$ cat config.mk
export PLATFORM = sky130hd
export DESIGN_NAME = alu_power_scheduler_flat
export DESIGN_NICKNAME = d
export VERILOG_FILES = /design/src/rtl/alu_power_scheduler_pkg.sv /design/src/rtl/alu_power_scheduler_if.sv /design/src/rtl/alu_power_scheduler_rr_arbiter.sv /design/src/rtl/alu_power_scheduler.sv /design/src/flat_wrapper.sv
export SDC_FILE = /design/constraint.sdc
export NUM_CORES = 1
export LEC_CHECK = 0
export ABC_AREA = 1
export BUFFER_PORTS_ARGS = -buffer_cell sky130_fd_sc_hd__buf_4
export CORE_ASPECT_RATIO = 1.25
export CORE_MARGIN = 2
export CORE_UTILIZATION = 54
export CTS_CLUSTER_DIAMETER = 150
export CTS_CLUSTER_SIZE = 12
export DETAILED_ROUTE_END_ITERATION = 16
export PLACE_DENSITY = 0.95
export RECOVER_POWER = 100
export SLEW_MARGIN = 20
export SYNTH_ARGS = -nofsm -noshare
export SYNTH_HDL_FRONTEND = slang
export SYNTH_SLANG_ARGS = --single-unit
$ cat constraint.sdc
create_clock -name clk -period 3.3 [get_ports clk]
set_clock_uncertainty 0.05 [all_clocks]
set_input_delay 0.33 -clock clk [delete_from_list [all_inputs] [get_ports clk]]
set_output_delay 0.33 -clock clk [all_outputs]
set_load 0.01 [all_outputs]
$ cat src/rtl/alu_power_scheduler_pkg.sv
// Shared types, opcodes and default parameters for the ALU power scheduler.
package alu_power_scheduler_pkg;

   localparam int DEF_N_REQ        = 4;
   localparam int DEF_IDLE_TIMEOUT = 8;
   localparam int DEF_WAKE_CYCLES  = 3;

   typedef enum logic [2:0] {
      PS_ON      = 3'd0,
      PS_ISO     = 3'd1,
      PS_OFF     = 3'd2,
      PS_WAKE    = 3'd3,
      PS_RESTORE = 3'd4
   } pwr_state_e;

   localparam logic [2:0] OP_ADD = 3'b000;
   localparam logic [2:0] OP_SUB = 3'b001;
   localparam logic [2:0] OP_AND = 3'b010;
   localparam logic [2:0] OP_OR  = 3'b011;
   localparam logic [2:0] OP_XOR = 3'b100;
   localparam logic [2:0] OP_NOT = 3'b101;
   localparam logic [2:0] OP_SHL = 3'b110;
   localparam logic [2:0] OP_SHR = 3'b111;

   typedef struct packed {
      logic [3:0] a;
      logic [3:0] b;
      logic [2:0] op;
   } alu_cmd_t;

   // Round-robin successor of a granted index among n requesters.
   function automatic logic [1:0] rr_next(input logic [1:0] idx, input int n);
      return (int'(idx) == n - 1) ? 2'd0 : idx + 2'd1;
   endfunction

endpackage

$ cat src/rtl/alu_power_scheduler_if.sv
// Request, external-ALU and response signals of the ALU power scheduler.
interface alu_power_scheduler_if
   import alu_power_scheduler_pkg::*;
#(
   parameter int N_REQ = DEF_N_REQ
) ();

   logic [N_REQ-1:0]   req_valid;
   logic [4*N_REQ-1:0] req_a;
   logic [4*N_REQ-1:0] req_b;
   logic [3*N_REQ-1:0] req_op;
   logic [N_REQ-1:0]   req_ready;
   logic [3:0]         alu_a;
   logic [3:0]         alu_b;
   logic [2:0]         alu_op;
   logic [3:0]         alu_result;
   logic               rsp_valid;
   logic [1:0]         rsp_id;
   logic [3:0]         rsp_result;

   modport master (
      output req_valid, req_a, req_b, req_op, alu_result,
      input  req_ready, alu_a, alu_b, alu_op, rsp_valid, rsp_id, rsp_result
   );

   modport slave (
      input  req_valid, req_a, req_b, req_op, alu_result,
      output req_ready, alu_a, alu_b, alu_op, rsp_valid, rsp_id, rsp_result
   );

endinterface

$ cat src/rtl/alu_power_scheduler_rr_arbiter.sv
// Round-robin arbiter: one-hot grant starting the search at the priority pointer.
module rr_arbiter
   import alu_power_scheduler_pkg::*;
#(
   parameter int N_REQ = DEF_N_REQ
) (
   input  logic             clk,
   input  logic             reset,
   input  logic             en,
   input  logic [N_REQ-1:0] req,
   output logic [N_REQ-1:0] grant,
   output logic [1:0]       grant_idx,
   output logic             grant_valid
);

   logic [1:0] ptr_reg;
   logic [2:0] cand;

   always_comb begin
      grant       = '0;
      grant_idx   = '0;
      grant_valid = 1'b0;
      cand        = '0;
      for (int k = 0; k < N_REQ; k++) begin
         cand = {1'b0, ptr_reg} + 3'(k);
         if (cand >= 3'(N_REQ)) begin
            cand = cand - 3'(N_REQ);
         end
         if (en && !grant_valid && req[cand[1:0]]) begin
            grant[cand[1:0]] = 1'b1;
            grant_idx        = cand[1:0];
            grant_valid      = 1'b1;
         end
      end
   end

   // Pointer only moves on a grant, so idle cycles keep the current priority.
   always_ff @(posedge clk or posedge reset) begin
      if (reset) begin
         ptr_reg <= '0;
      end else if (grant_valid) begin
         ptr_reg <= rr_next(grant_idx, N_REQ);
      end
   end

endmodule

$ cat src/rtl/alu_power_scheduler.sv
// Shares one 4-bit ALU among requesters and power-gates it after an idle timeout.
module alu_power_scheduler
   import alu_power_scheduler_pkg::*;
#(
   parameter int N_REQ        = DEF_N_REQ,
   parameter int IDLE_TIMEOUT = DEF_IDLE_TIMEOUT,
   parameter int WAKE_CYCLES  = DEF_WAKE_CYCLES
) (
   input  logic                  clk,
   input  logic                  reset,
   alu_power_scheduler_if.slave  bus,
   output logic                  pwr_en,
   output logic                  iso_en,
   output logic                  save,
   output logic                  restore,
   output logic [2:0]            pwr_state
);

   localparam logic [2:0] ST_ON      = PS_ON;
   localparam logic [2:0] ST_ISO     = PS_ISO;
   localparam logic [2:0] ST_OFF     = PS_OFF;
   localparam logic [2:0] ST_WAKE    = PS_WAKE;
   localparam logic [2:0] ST_RESTORE = PS_RESTORE;

   localparam int IDLE_W = $clog2(IDLE_TIMEOUT + 1);
   localparam int WAKE_W = (WAKE_CYCLES > 1) ? $clog2(WAKE_CYCLES) : 1;

   logic [2:0]        state_reg, state_next;
   logic [IDLE_W-1:0] idle_reg;
   logic [WAKE_W-1:0] wake_reg;
   logic              inflight_reg;
   logic [1:0]        inflight_id_reg;
   alu_cmd_t          cmd_reg;
   logic              rsp_valid_reg;
   logic [1:0]        rsp_id_reg;
   logic [3:0]        rsp_result_reg;

   alu_cmd_t          req_cmd [N_REQ];
   logic [N_REQ-1:0]  grant;
   logic [1:0]        grant_idx;
   logic              grant_valid;
   logic              arb_en;
   logic              any_valid;
   logic              idle_expired;
   logic              wake_done;

   genvar gi;
   generate
      for (gi = 0; gi < N_REQ; gi++) begin : g_unpack
         assign req_cmd[gi] = {bus.req_a[4*gi +: 4], bus.req_b[4*gi +: 4], bus.req_op[3*gi +: 3]};
      end
   endgenerate

   assign any_valid    = |bus.req_valid;
   assign arb_en       = (state_reg == ST_ON) && !reset;
   assign idle_expired = (idle_reg == IDLE_W'(IDLE_TIMEOUT));
   assign wake_done    = (wake_reg == WAKE_W'(WAKE_CYCLES - 1));

   rr_arbiter #(.N_REQ(N_REQ)) u_arb (
      .clk         (clk),
      .reset       (reset),
      .en          (arb_en),
      .req         (bus.req_valid),
      .grant       (grant),
      .grant_idx   (grant_idx),
      .grant_valid (grant_valid)
   );

   // A pending request always wins over the timeout, so ISO never sees an op in flight.
   always_comb begin
      state_next = state_reg;
      case (state_reg)
         ST_ON:      if (idle_expired && !any_valid && !inflight_reg) state_next = ST_ISO;
         ST_ISO:     state_next = ST_OFF;
         ST_OFF:     if (any_valid) state_next = ST_WAKE;
         ST_WAKE:    if (wake_done) state_next = ST_RESTORE;
         ST_RESTORE: state_next = ST_ON;
         default:    state_next = ST_ON;
      endcase
   end

   always_ff @(posedge clk or posedge reset) begin
      if (reset) begin
         state_reg       <= ST_ON;
         idle_reg        <= '0;
         wake_reg        <= '0;
         inflight_reg    <= 1'b0;
         inflight_id_reg <= '0;
         cmd_reg         <= '0;
         rsp_valid_reg   <= 1'b0;
         rsp_id_reg      <= '0;
         rsp_result_reg  <= '0;
      end else begin
         state_reg    <= state_next;
         inflight_reg <= grant_valid;
         if (grant_valid) begin
            cmd_reg         <= req_cmd[grant_idx];
            inflight_id_reg <= grant_idx;
         end

         rsp_valid_reg <= inflight_reg;
         if (inflight_reg) begin
            rsp_result_reg <= bus.alu_result;
            rsp_id_reg     <= inflight_id_reg;
         end

         if (state_reg != ST_ON || any_valid || inflight_reg) begin
            idle_reg <= '0;
         end else if (!idle_expired) begin
            idle_reg <= idle_reg + 1'b1;
         end

         if (state_reg == ST_WAKE && state_next == ST_WAKE) begin
            wake_reg <= wake_reg + 1'b1;
         end else begin
            wake_reg <= '0;
         end
      end
   end

   assign bus.req_ready  = grant;
   assign bus.alu_a      = cmd_reg.a;
   assign bus.alu_b      = cmd_reg.b;
   assign bus.alu_op     = cmd_reg.op;
   assign bus.rsp_valid  = rsp_valid_reg;
   assign bus.rsp_id     = rsp_id_reg;
   assign bus.rsp_result = rsp_result_reg;

   assign pwr_en    = (state_reg != ST_OFF);
   assign iso_en    = (state_reg != ST_ON);
   assign save      = (state_reg == ST_ISO);
   assign restore   = (state_reg == ST_RESTORE);
   assign pwr_state = state_reg;

endmodule

$ cat src/flat_wrapper.sv
// flat-port wrapper written by rule: the top's interface ports become plain ports
module alu_power_scheduler_flat import alu_power_scheduler_pkg::*;
#(
   parameter int N_REQ        = DEF_N_REQ,
   parameter int IDLE_TIMEOUT = DEF_IDLE_TIMEOUT,
   parameter int WAKE_CYCLES  = DEF_WAKE_CYCLES
)
  (clk, reset, pwr_en, iso_en, save, restore, pwr_state, bus_req_valid, bus_req_a, bus_req_b, bus_req_op, bus_alu_result, bus_req_ready, bus_alu_a, bus_alu_b, bus_alu_op, bus_rsp_valid, bus_rsp_id, bus_rsp_result);
  alu_power_scheduler_if #(.N_REQ(N_REQ)) bus_i ();
  input  logic clk;
  input  logic reset;
  output logic pwr_en;
  output logic iso_en;
  output logic save;
  output logic restore;
  output logic [2:0] pwr_state;
  input wire logic [$bits(bus_i.req_valid)-1:0] bus_req_valid;
  input wire logic [$bits(bus_i.req_a)-1:0] bus_req_a;
  input wire logic [$bits(bus_i.req_b)-1:0] bus_req_b;
  input wire logic [$bits(bus_i.req_op)-1:0] bus_req_op;
  input wire logic [$bits(bus_i.alu_result)-1:0] bus_alu_result;
  output wire logic [$bits(bus_i.req_ready)-1:0] bus_req_ready;
  output wire logic [$bits(bus_i.alu_a)-1:0] bus_alu_a;
  output wire logic [$bits(bus_i.alu_b)-1:0] bus_alu_b;
  output wire logic [$bits(bus_i.alu_op)-1:0] bus_alu_op;
  output wire logic [$bits(bus_i.rsp_valid)-1:0] bus_rsp_valid;
  output wire logic [$bits(bus_i.rsp_id)-1:0] bus_rsp_id;
  output wire logic [$bits(bus_i.rsp_result)-1:0] bus_rsp_result;
  assign bus_i.req_valid = bus_req_valid;
  assign bus_i.req_a = bus_req_a;
  assign bus_i.req_b = bus_req_b;
  assign bus_i.req_op = bus_req_op;
  assign bus_i.alu_result = bus_alu_result;
  assign bus_req_ready = bus_i.req_ready;
  assign bus_alu_a = bus_i.alu_a;
  assign bus_alu_b = bus_i.alu_b;
  assign bus_alu_op = bus_i.alu_op;
  assign bus_rsp_valid = bus_i.rsp_valid;
  assign bus_rsp_id = bus_i.rsp_id;
  assign bus_rsp_result = bus_i.rsp_result;
  alu_power_scheduler #(.N_REQ(N_REQ), .IDLE_TIMEOUT(IDLE_TIMEOUT), .WAKE_CYCLES(WAKE_CYCLES)) u_core (.clk(clk), .reset(reset), .bus(bus_i), .pwr_en(pwr_en), .iso_en(iso_en), .save(save), .restore(restore), .pwr_state(pwr_state));
endmodule
==> flow_metrics.tcl, run 1 <==
set metrics [dict create \
    syn-num-nets 402 \
    yosys-mux-area-fraction_pct 0 \
    clock_sinks 32 \
    synth_compound_area_share_pct 4.07 \
    cap_viol_max_count 0 \
    cp_slowest_cell "dfrtp_1" \
    drc 0 \
    yosysSeqAreaShare_pct 33.8 \
    status "finished clean" \
    peakVddDrop_uv 338 \
    cp_common_cell "nand2_1" \
    die_area_um2 4940 \
    cpLargestDelayFamily "simple AND/OR/NAND/NOR gates" \
    synth_adder_area_share_pct 3.70 \
    synth-seq-cells 32 \
    worstSetupPathType "reg -> reg" \
    numCtsBuffers 5 \
    clkTransAtPathRegs_ps 70 \
    utilization_pct 70.9 \
    vias 2417 \
    design.core.area_um2 4160 \
    min_period_ps 2910 \
    cp-start-kind "flop" \
    io_pins 83 \
    drt_pass1_iterations 5 \
    post_cts_buffers 0 \
    syn_avg_cell_area_um2 6.95 \
    cts_root_buf "clkbuf_8" \
    grt_first_pass_wirelength_um 9890 \
    final_common_cell "nand2_1" \
    die_w_um 63.3 \
    timing.reg2reg.worst_path_depth 13 \
    gr-total-overflow 0 \
    n_antenna_cell 0 \
    yosysWarnings 0 \
    grt_max_degree 27 \
    tns_ps 0 \
    hold_path_depth 3 \
    dp.final_hpwl_um 4480 \
    register_area_um2 801 \
    via_per_inst 5.07 \
    hold_path_class "in -> reg" \
    port_buffers 82 \
    clk-insertion-delay-late_ps 280 \
    syn2layout_area_growth_pct 24.5 \
    slew_headroom_pct 41.3 \
    clockBufferDepth 2 \
    wl_per_cell_um 11.8 \
    ff2ff_setup_slack_ps 390 \
    synth_top_family_by_area "simple AND/OR/NAND/NOR gates" \
    fill_cells 392 \
    slew_viol_final 0 \
    syn-cell-area_um2 2370 \
    rsz0062_at_grt "no" \
    hold_end "u_core.bus.rsp_result[0]" \
    crit_chain "inv_4 -> ha_1 -> inv_1 -> nand3_1 -> nand2_1 -> nand4_1 -> nand3_2 -> nand2_4 -> nand2_1 -> nand3_2 -> nand2_1 -> nand2_1 -> nand2_1" \
    p_per_area_nw_per_um2 645 \
    postSynthCellCount 341 \
    ant_nets 0 \
    critPathMaxStageDelay_ps 580 \
    path_buf_inv 2 \
    fin_crit_sh_pct 88.3 \
    gp_congestion 0.858 \
    yosys.area_share.xor_xnor_pct 0.370 \
    max_freq_mhz 343 \
    worst_slew_pin_slew_ps 880 \
    leakagePower_nw 1.74 \
    layout_common_cells "111 x nand2_1, 65 x inv_1, 55 x buf_4" \
    htree_levels 2 \
    final_hold_viol_count 0 \
    dieHeight_um 78.1 \
    cp-end-kind "flop" \
    nNetsFinal 481 \
    setup_violations 0 \
    synthSimpleGateAreaFrac_pct 43.5 \
    cts-resized-gates 0 \
    routed_wl_um 5630 \
    power_w 0.00190 \
    rows 26 \
    multi_input_area_um2 1210 \
    r2r-end "u_core.bus.alu_a[2]" \
    cp_max_fo 26 \
    start_util_pct 56.9 \
    synth_cell_types 33 \
    critical_path_arrival_ps 3030 \
    drive_gt1_share_pct 22.1 \
    grt_usage_pct 24.6 \
    antenna_found_initial 0 \
    cp.required_ps 3410 \
    cts_tree "built" \
    first_global_vias 2368 \
    hp-start "bus_alu_result[0]" \
    drtIter0Drc 126 \
    r2r-start "u_core.u_arb.ptr_reg[0]" \
    cts_hold_buf 0 \
]
-- worst reg2reg max path, delay by kind of cell, from the launching register on --
kind	cells	cell delay, ps
AND/OR/NAND/NOR	10	1610
flip-flops	1	580
adder cells (fa/ha/maj)	1	370
buffers and inverters	2	180
-- logic make-up (layout without fill, tap and decap cells) --
| kind of cell | Yosys count | in the layout |
|---|---|---|
| compound gates | 15 | 15 |
| buf+inv | 81 | 161 |
| flops | 32 | 32 |
| simple gates | 205 | 205 |
| xor+xnor | 1 | 1 |
| fa+ha+maj | 7 | 7 |
-- synthesized netlist by cell type --
master / instances / area share, %
nand2_1: 110 / 17
inv_1: 64 / 10
nand3_1: 51 / 11
dfrtp_1: 32 / 34
nand3_2: 12 / 5.1
nor2_1: 10 / 1.6
ha_1: 7 / 3.7
nand2_2: 6 / 1.6
buf_2: 5 / 1.1
inv_2: 5 / 0.79
buf_4: 3 / 0.95
buf_6: 3 / 1.4
nand3_4: 3 / 2.2
nor2_2: 3 / 0.79
o21ai_0: 3 / 0.63
a21oi_1: 2 / 0.42
a22oi_1: 2 / 0.63
nand2_4: 2 / 0.95
nor3_1: 2 / 0.42
nor4_1: 2 / 0.53
o22ai_1: 2 / 0.53
a221oi_1: 1 / 0.37
a31oi_1: 1 / 0.26
inv_4: 1 / 0.26
nand4_1: 1 / 0.26
nand4_2: 1 / 0.53
nor2_4: 1 / 0.48
nor2_8: 1 / 0.84
o211ai_1: 1 / 0.32
o21a_1: 1 / 0.32
o21ai_1: 1 / 0.21
o221ai_1: 1 / 0.37
xor2_1: 1 / 0.37
-- worst max-delay path by stage --
stage                       startpoint                       to  slack (ps)  cells past startpoint
2_1_floorplan  u_core.u_arb.ptr_reg[0]      u_core.bus.alu_a[0]        1140                     18
3_3_place_gp   u_core.u_arb.ptr_reg[0]      u_core.bus.alu_b[2]         650                     13
3_5_place_dp   u_core.u_arb.ptr_reg[0]      u_core.bus.alu_a[2]         490                     13
4_1_cts        u_core.u_arb.ptr_reg[0]         bus_req_ready[1]         460                     11
5_1_grt        u_core.u_arb.ptr_reg[0]  u_core.u_arb.ptr_reg[1]          80                     13
6_report       u_core.u_arb.ptr_reg[0]      u_core.bus.alu_a[2]         390                     13
-- metrics by stage --
stage | cells | hold WS (ps) | setup WS, ps | cell area (um^2)
finish | 477 | 192 | 388 | 2950
global placement | 469 | 362 | 653 | 2980
global route | 477 | 204 | 83.4 | 2950
detailed placement | 469 | 370 | 490 | 2980
CTS | 477 | 186 | 458 | 3070
floorplan | 341 | 353 | 1140 | 2370
-- cell type report --
cell class,count,share of cell area (%)
Multi-Input combinational cell,228,41.0
Tap cell,56,2.37
Clock inverter,3,0.636
Timing Repair Buffer,83,17.6
Sequential cell,32,27.1
Clock buffer,5,2.33
Inverter,70,8.99
-- metal layers --
metal	track usage, %	up-vias	routed length [um]
met5	0	-	0
met3	5.73	10	384
met1	26.7	1087	2210
met4	8.70	0	74
li1	-	1217	-
met2	46.4	103	2960
-- power by group --
| part | total, W | internal (W) | leakage [nW] | switching, W |
|---|---|---|---|---|
| Combinational | 0.000944 | 0.000327 | 1.30 | 0.000617 |
| Sequential | 0.000669 | 0.000543 | 0.398 | 0.000126 |
| Clock | 0.000290 | 0.000146 | 0.0479 | 0.000144 |
| Total | 0.00190 | 0.00102 | 1.74 | 0.000886 |
Power figures use the tool's default switching activity.
==> run 2, diff against run 1 <==
--- a/constraint.sdc
+++ b/constraint.sdc
@@ -4,2 +4,2 @@
 set_output_delay 0.33 -clock clk [all_outputs]
-set_load 0.01 [all_outputs]
+set_load 0.02 [all_outputs]
==> run 2 against run 1 <==
Net effect: sequential share of layout area is essentially flat; die area unchanged; clock power is essentially flat; critical path depth stayed put; critical endpoint unchanged.
==> flow_metrics.tcl, run 2 (synthesized netlist as in run 1, its figures left out) <==
set metrics [dict create \
    worst_slew_pin_slew_ps 880 \
    grt_max_degree 27 \
    htree_levels 2 \
    gr-total-overflow 0 \
    ant_nets 0 \
    peakVddDrop_uv 339 \
    setup_violations 0 \
    p_per_area_nw_per_um2 680 \
    ff2ff_setup_slack_ps 390 \
    dp.final_hpwl_um 4480 \
    slew_headroom_pct 41.3 \
    cp.required_ps 3410 \
    grt_usage_pct 24.6 \
    clk-insertion-delay-late_ps 280 \
    critical_path_arrival_ps 3030 \
    final_hold_viol_count 0 \
    syn2layout_area_growth_pct 24.3 \
    io_pins 83 \
    clkTransAtPathRegs_ps 70 \
    final_area_um2 2950 \
    routed_wl_um 5630 \
    hold_end "u_core.bus.rsp_result[0]" \
    worstSetupPathType "reg -> reg" \
    nNetsFinal 481 \
    utilization_pct 70.8 \
    grt_first_pass_wirelength_um 9890 \
    status "finished clean" \
    clock_sinks 32 \
    port_buffers 82 \
    clockBufferDepth 2 \
    die_area_um2 4940 \
    cts_hold_buf 0 \
    timing.reg2reg.worst_path_depth 13 \
    post_cts_buffers 0 \
    numCtsBuffers 5 \
    design.core.area_um2 4160 \
    drc 0 \
    cts_tree "built" \
    die_w_um 63.3 \
    tns_ps 0 \
    cts_root_buf "clkbuf_8" \
    via_per_inst 5.07 \
    cts-resized-gates 0 \
    dpl_cell_area_um2 2980 \
    drt_pass1_iterations 5 \
    vias 2417 \
    first_global_vias 2368 \
    max_freq_mhz 343 \
    cap_viol_max_count 0 \
    drive_gt1_share_pct 21.9 \
    wl_per_cell_um 11.8 \
    r2r-end "u_core.bus.alu_a[2]" \
    r2r-start "u_core.u_arb.ptr_reg[0]" \
    slew_viol_final 0 \
    cp-end-kind "flop" \
    drtIter0Drc 126 \
    hold_path_class "in -> reg" \
    hold_path_depth 3 \
    cp_max_fo 26 \
    gp_congestion 0.858 \
    final_common_cell "nand2_1" \
    rows 26 \
    cp-start-kind "flop" \
    min_period_ps 2910 \
    hp-start "bus_alu_result[0]" \
    layout_common_cells "111 x nand2_1, 65 x inv_1, 54 x buf_4" \
    whs_ps 192 \
    start_util_pct 56.9 \
    antenna_found_initial 0 \
    dieHeight_um 78.1 \
    crit_start "u_core.u_arb.ptr_reg[0]" \
    fin_crit_sh_pct 88.3 \
    leakagePower_nw 1.74 \
    n_antenna_cell 0 \
    rsz0062_at_grt "no" \
]
-- run 2: changes by cell type in the layout (fill, tap and decap cells not counted), sizes merged --
cell / delta
clkbuf: +1
buf: -1
-- run 2: worst max-delay path by stage --
stage / end / slack, ps / cells after the start
after global placement: u_core.bus.alu_b[2] / 650 / 13
after detailed placement: u_core.bus.alu_a[2] / 490 / 13
final: u_core.bus.alu_a[2] / 390 / 13
after floorplan: bus_req_ready[1] / 1050 / 10
after CTS: bus_req_ready[1] / 440 / 11
after global routing: u_core.u_arb.ptr_reg[1] / 80 / 13
-- run 2: power breakdown --
group,switching [W],total [W],internal [W]
Sequential,0.000126,0.000669,0.000543
Clock,0.000144,0.000290,0.000146
Combinational,0.000719,0.00105,0.000326
Total,0.000989,0.00201,0.00102
-- run 2: final cells by class --
class	count	area, um^2
Clock buffer	5	68.8
Tap cell	56	70.1
Sequential cell	32	801
Inverter	70	265
Timing Repair Buffer	83	514
Multi-Input combinational cell	228	1210
Clock inverter	3	18.8
Fill cell	394	1220
-- run 2: critical path: stages, from the launching register on --
cell	delay, ps
dfrtp_1	580
inv_4	90
ha_1	370
inv_1	90
nand3_1	90
nand2_1	70
nand4_1	190
nand3_2	420
nand2_4	420
nand2_1	110
nand3_2	80
nand2_1	50
nand2_1	70
nand2_1	90
-- run 2: metal layers --
metal  track usage [%]  up-vias  share of wire, %
li1                  -     1217                 -
met1              26.7     1087                39
met2              46.4      103                53
met3              5.73       10               6.8
met4              8.70        0               1.3
met5                 0        -                 0
-- run 2: metrics by stage --
stage | setup slack, ps | cells | power, W
after floorplan | 1050 | 341 | 0.00147
after global placement | 653 | 469 | 0.00179
after detailed placement | 490 | 469 | 0.00184
after CTS | 444 | 477 | 0.00214
after global routing | 83.4 | 477 | 0.00218
final | 388 | 477 | 0.00201
==> run 3, diff against run 2 <==
- CORE_UTILIZATION: 54 -> 50
- PLACE_DENSITY: 0.95 -> 0.9
- clock period: 3.3 -> 3.25 ns (I/O delays scaled with it)
==> run 3 against run 2 <==
Net effect: first-iteration DRC count down 22%; global-route usage down 1.6 points; setup slack worse by 93 ps; routed wire length up 1.4%; combinational power about the same; utilization down 7.3 points; critical path type is now reg -> out; critical endpoint is now bus_req_ready[1]; highest routed layer unchanged.
==> flow_metrics.tcl, run 3 (synthesized netlist as in run 1, its figures left out) <==
set metrics [dict create \
    die_area_um2 5310 \
    cp_max_fo 10 \
    io_pins 83 \
    design.core.area_um2 4660 \
    clk-insertion-delay-late_ps 280 \
    n_antenna_cell 0 \
    grt_max_degree 27 \
    drt_pass1_iterations 4 \
    dr_wl_met3_um 400 \
    hold_path_class "in -> reg" \
    p_per_area_nw_per_um2 713 \
    drtIter0Drc 98 \
    final_common_cell "nand2_1" \
    peakVddDrop_uv 380 \
    htree_levels 2 \
    port_buffers 82 \
    cp-end-kind "primary output" \
    fin_crit_sh_pct 90.9 \
    die_w_um 65.6 \
    grt_first_pass_wirelength_um 9580 \
    layout_common_cells "111 x nand2_1, 66 x inv_1, 55 x nand3_1, 55 x buf_4, 32 x dfrtp_1" \
    top_layer_used "met4" \
    numCtsBuffers 5 \
    leakagePower_nw 1.74 \
    cts_root_buf "clkbuf_8" \
    nNetsFinal 481 \
    cts_tree "built" \
    cap_viol_max_count 0 \
    drt-met1-wl_um 2260 \
    worst_slew_pin_slew_ps 878 \
    gp_congestion 0.890 \
    rows 28 \
    dieHeight_um 81.0 \
    drc 0 \
    critPathMaxStageDelay_ps 590 \
    first_global_vias 2339 \
    max_freq_mhz 338 \
    slew_viol_final 0 \
    antenna_found_initial 0 \
    cp_common_cell "inv_1" \
    final_hold_viol_count 0 \
    rsz0062_at_grt "no" \
    register_area_um2 801 \
    cp-start-kind "flop" \
    ant_nets 0 \
    vias 2476 \
    clock_sinks 32 \
    fill_cells 447 \
    start_util_pct 50.9 \
    cp.required_ps 2870 \
    min_period_ps 2960 \
    multi_input_area_um2 1190 \
    tns_ps 0 \
    crit_chain "inv_4 -> ha_1 -> inv_1 -> nand3_1 -> nand2_1 -> nand4_1 -> inv_1 -> a221oi_1 -> o21ai_0 -> clkbuf_1" \
    gr-total-overflow 0 \
    wl_per_cell_um 11.9 \
    cts_hold_buf 0 \
    cp_slowest_cell "dfrtp_1" \
    clockBufferDepth 2 \
    syn2layout_area_growth_pct 24.7 \
    via_per_inst 5.15 \
    routed_wl_um 5710 \
    worstSetupPathType "reg -> out" \
    post_cts_buffers 0 \
    critical_path_arrival_ps 2580 \
    grt_usage_pct 23.0 \
    route.met2.wl_um 2880 \
    cts-resized-gates 0 \
    status "finished clean" \
    clkTransAtPathRegs_ps 70 \
    dp.final_hpwl_um 4530 \
    whs_ps 192 \
    drive_gt1_share_pct 20.7 \
    slew_headroom_pct 41.4 \
    utilization_pct 63.4 \
    setup_violations 0 \
]
[run 3: final timing paths]
path / start / endpoint / slack [ps] / cells after the start
worst max-delay path: u_core.u_arb.ptr_reg[0] / bus_req_ready[1] / 290 / 10
min in group asynchronous: reset / u_core.pwr_state[2] / 260 / 2
worst min-delay path: bus_alu_result[2] / u_core.bus.rsp_result[2] / 190 / 3
worst max register to register: u_core.u_arb.ptr_reg[0] / u_core.u_arb.ptr_reg[1] / 330 / 13
max in group asynchronous: reset / u_core.inflight_id_reg[1] / 1990 / 3
worst min register to register: u_core.wake_reg[0] / u_core.wake_reg[0] / 370 / 1
[run 3: cell type report]
class / instances / area share, %
clock buffer: 6 / 2.46
multi-input combinational: 228 / 40.2
clock inverter: 2 / 1.19
inverter: 70 / 8.98
timing repair buffer: 83 / 17.5
tap: 60 / 2.54
sequential: 32 / 27.1
[run 3: power by group]
| part | total [W] | switching, W | internal, W |
|---|---|---|---|
| clock | 0.000370 | 0.000143 | 0.000227 |
| combinational | 0.00106 | 0.000727 | 0.000329 |
| sequential | 0.000680 | 0.000128 | 0.000552 |
| total | 0.00211 | 0.000998 | 0.00111 |
[run 3: layer usage]
metal / vias to the layer above / global-route usage (%)
li1: 1210 / -
met1: 1120 / 25.6
met2: 124 / 41.7
met3: 22 / 4.99
met4: 0 / 10.6
met5: - / 0
[run 3: critical path: cells and delay by family, from the launching register on]
| family | cells | cell delay (ps) |
|---|---|---|
| compound gates | 2 | 490 |
| fa+ha+maj | 1 | 370 |
| buf+inv | 4 | 500 |
| flops | 1 | 590 |
| simple gates | 3 | 330 |
[run 3: through the flow]
stage | total power (W) | std cells | area (um^2) | worst slack (ps)
global placement | 0.00183 | 473 | 2990 | 571
global route | 0.00228 | 481 | 2960 | 129
detailed placement | 0.00187 | 473 | 2990 | 451
finish | 0.00211 | 481 | 2960 | 294
floorplan | 0.00149 | 341 | 2370 | 1000
CTS | 0.00225 | 481 | 3090 | 393
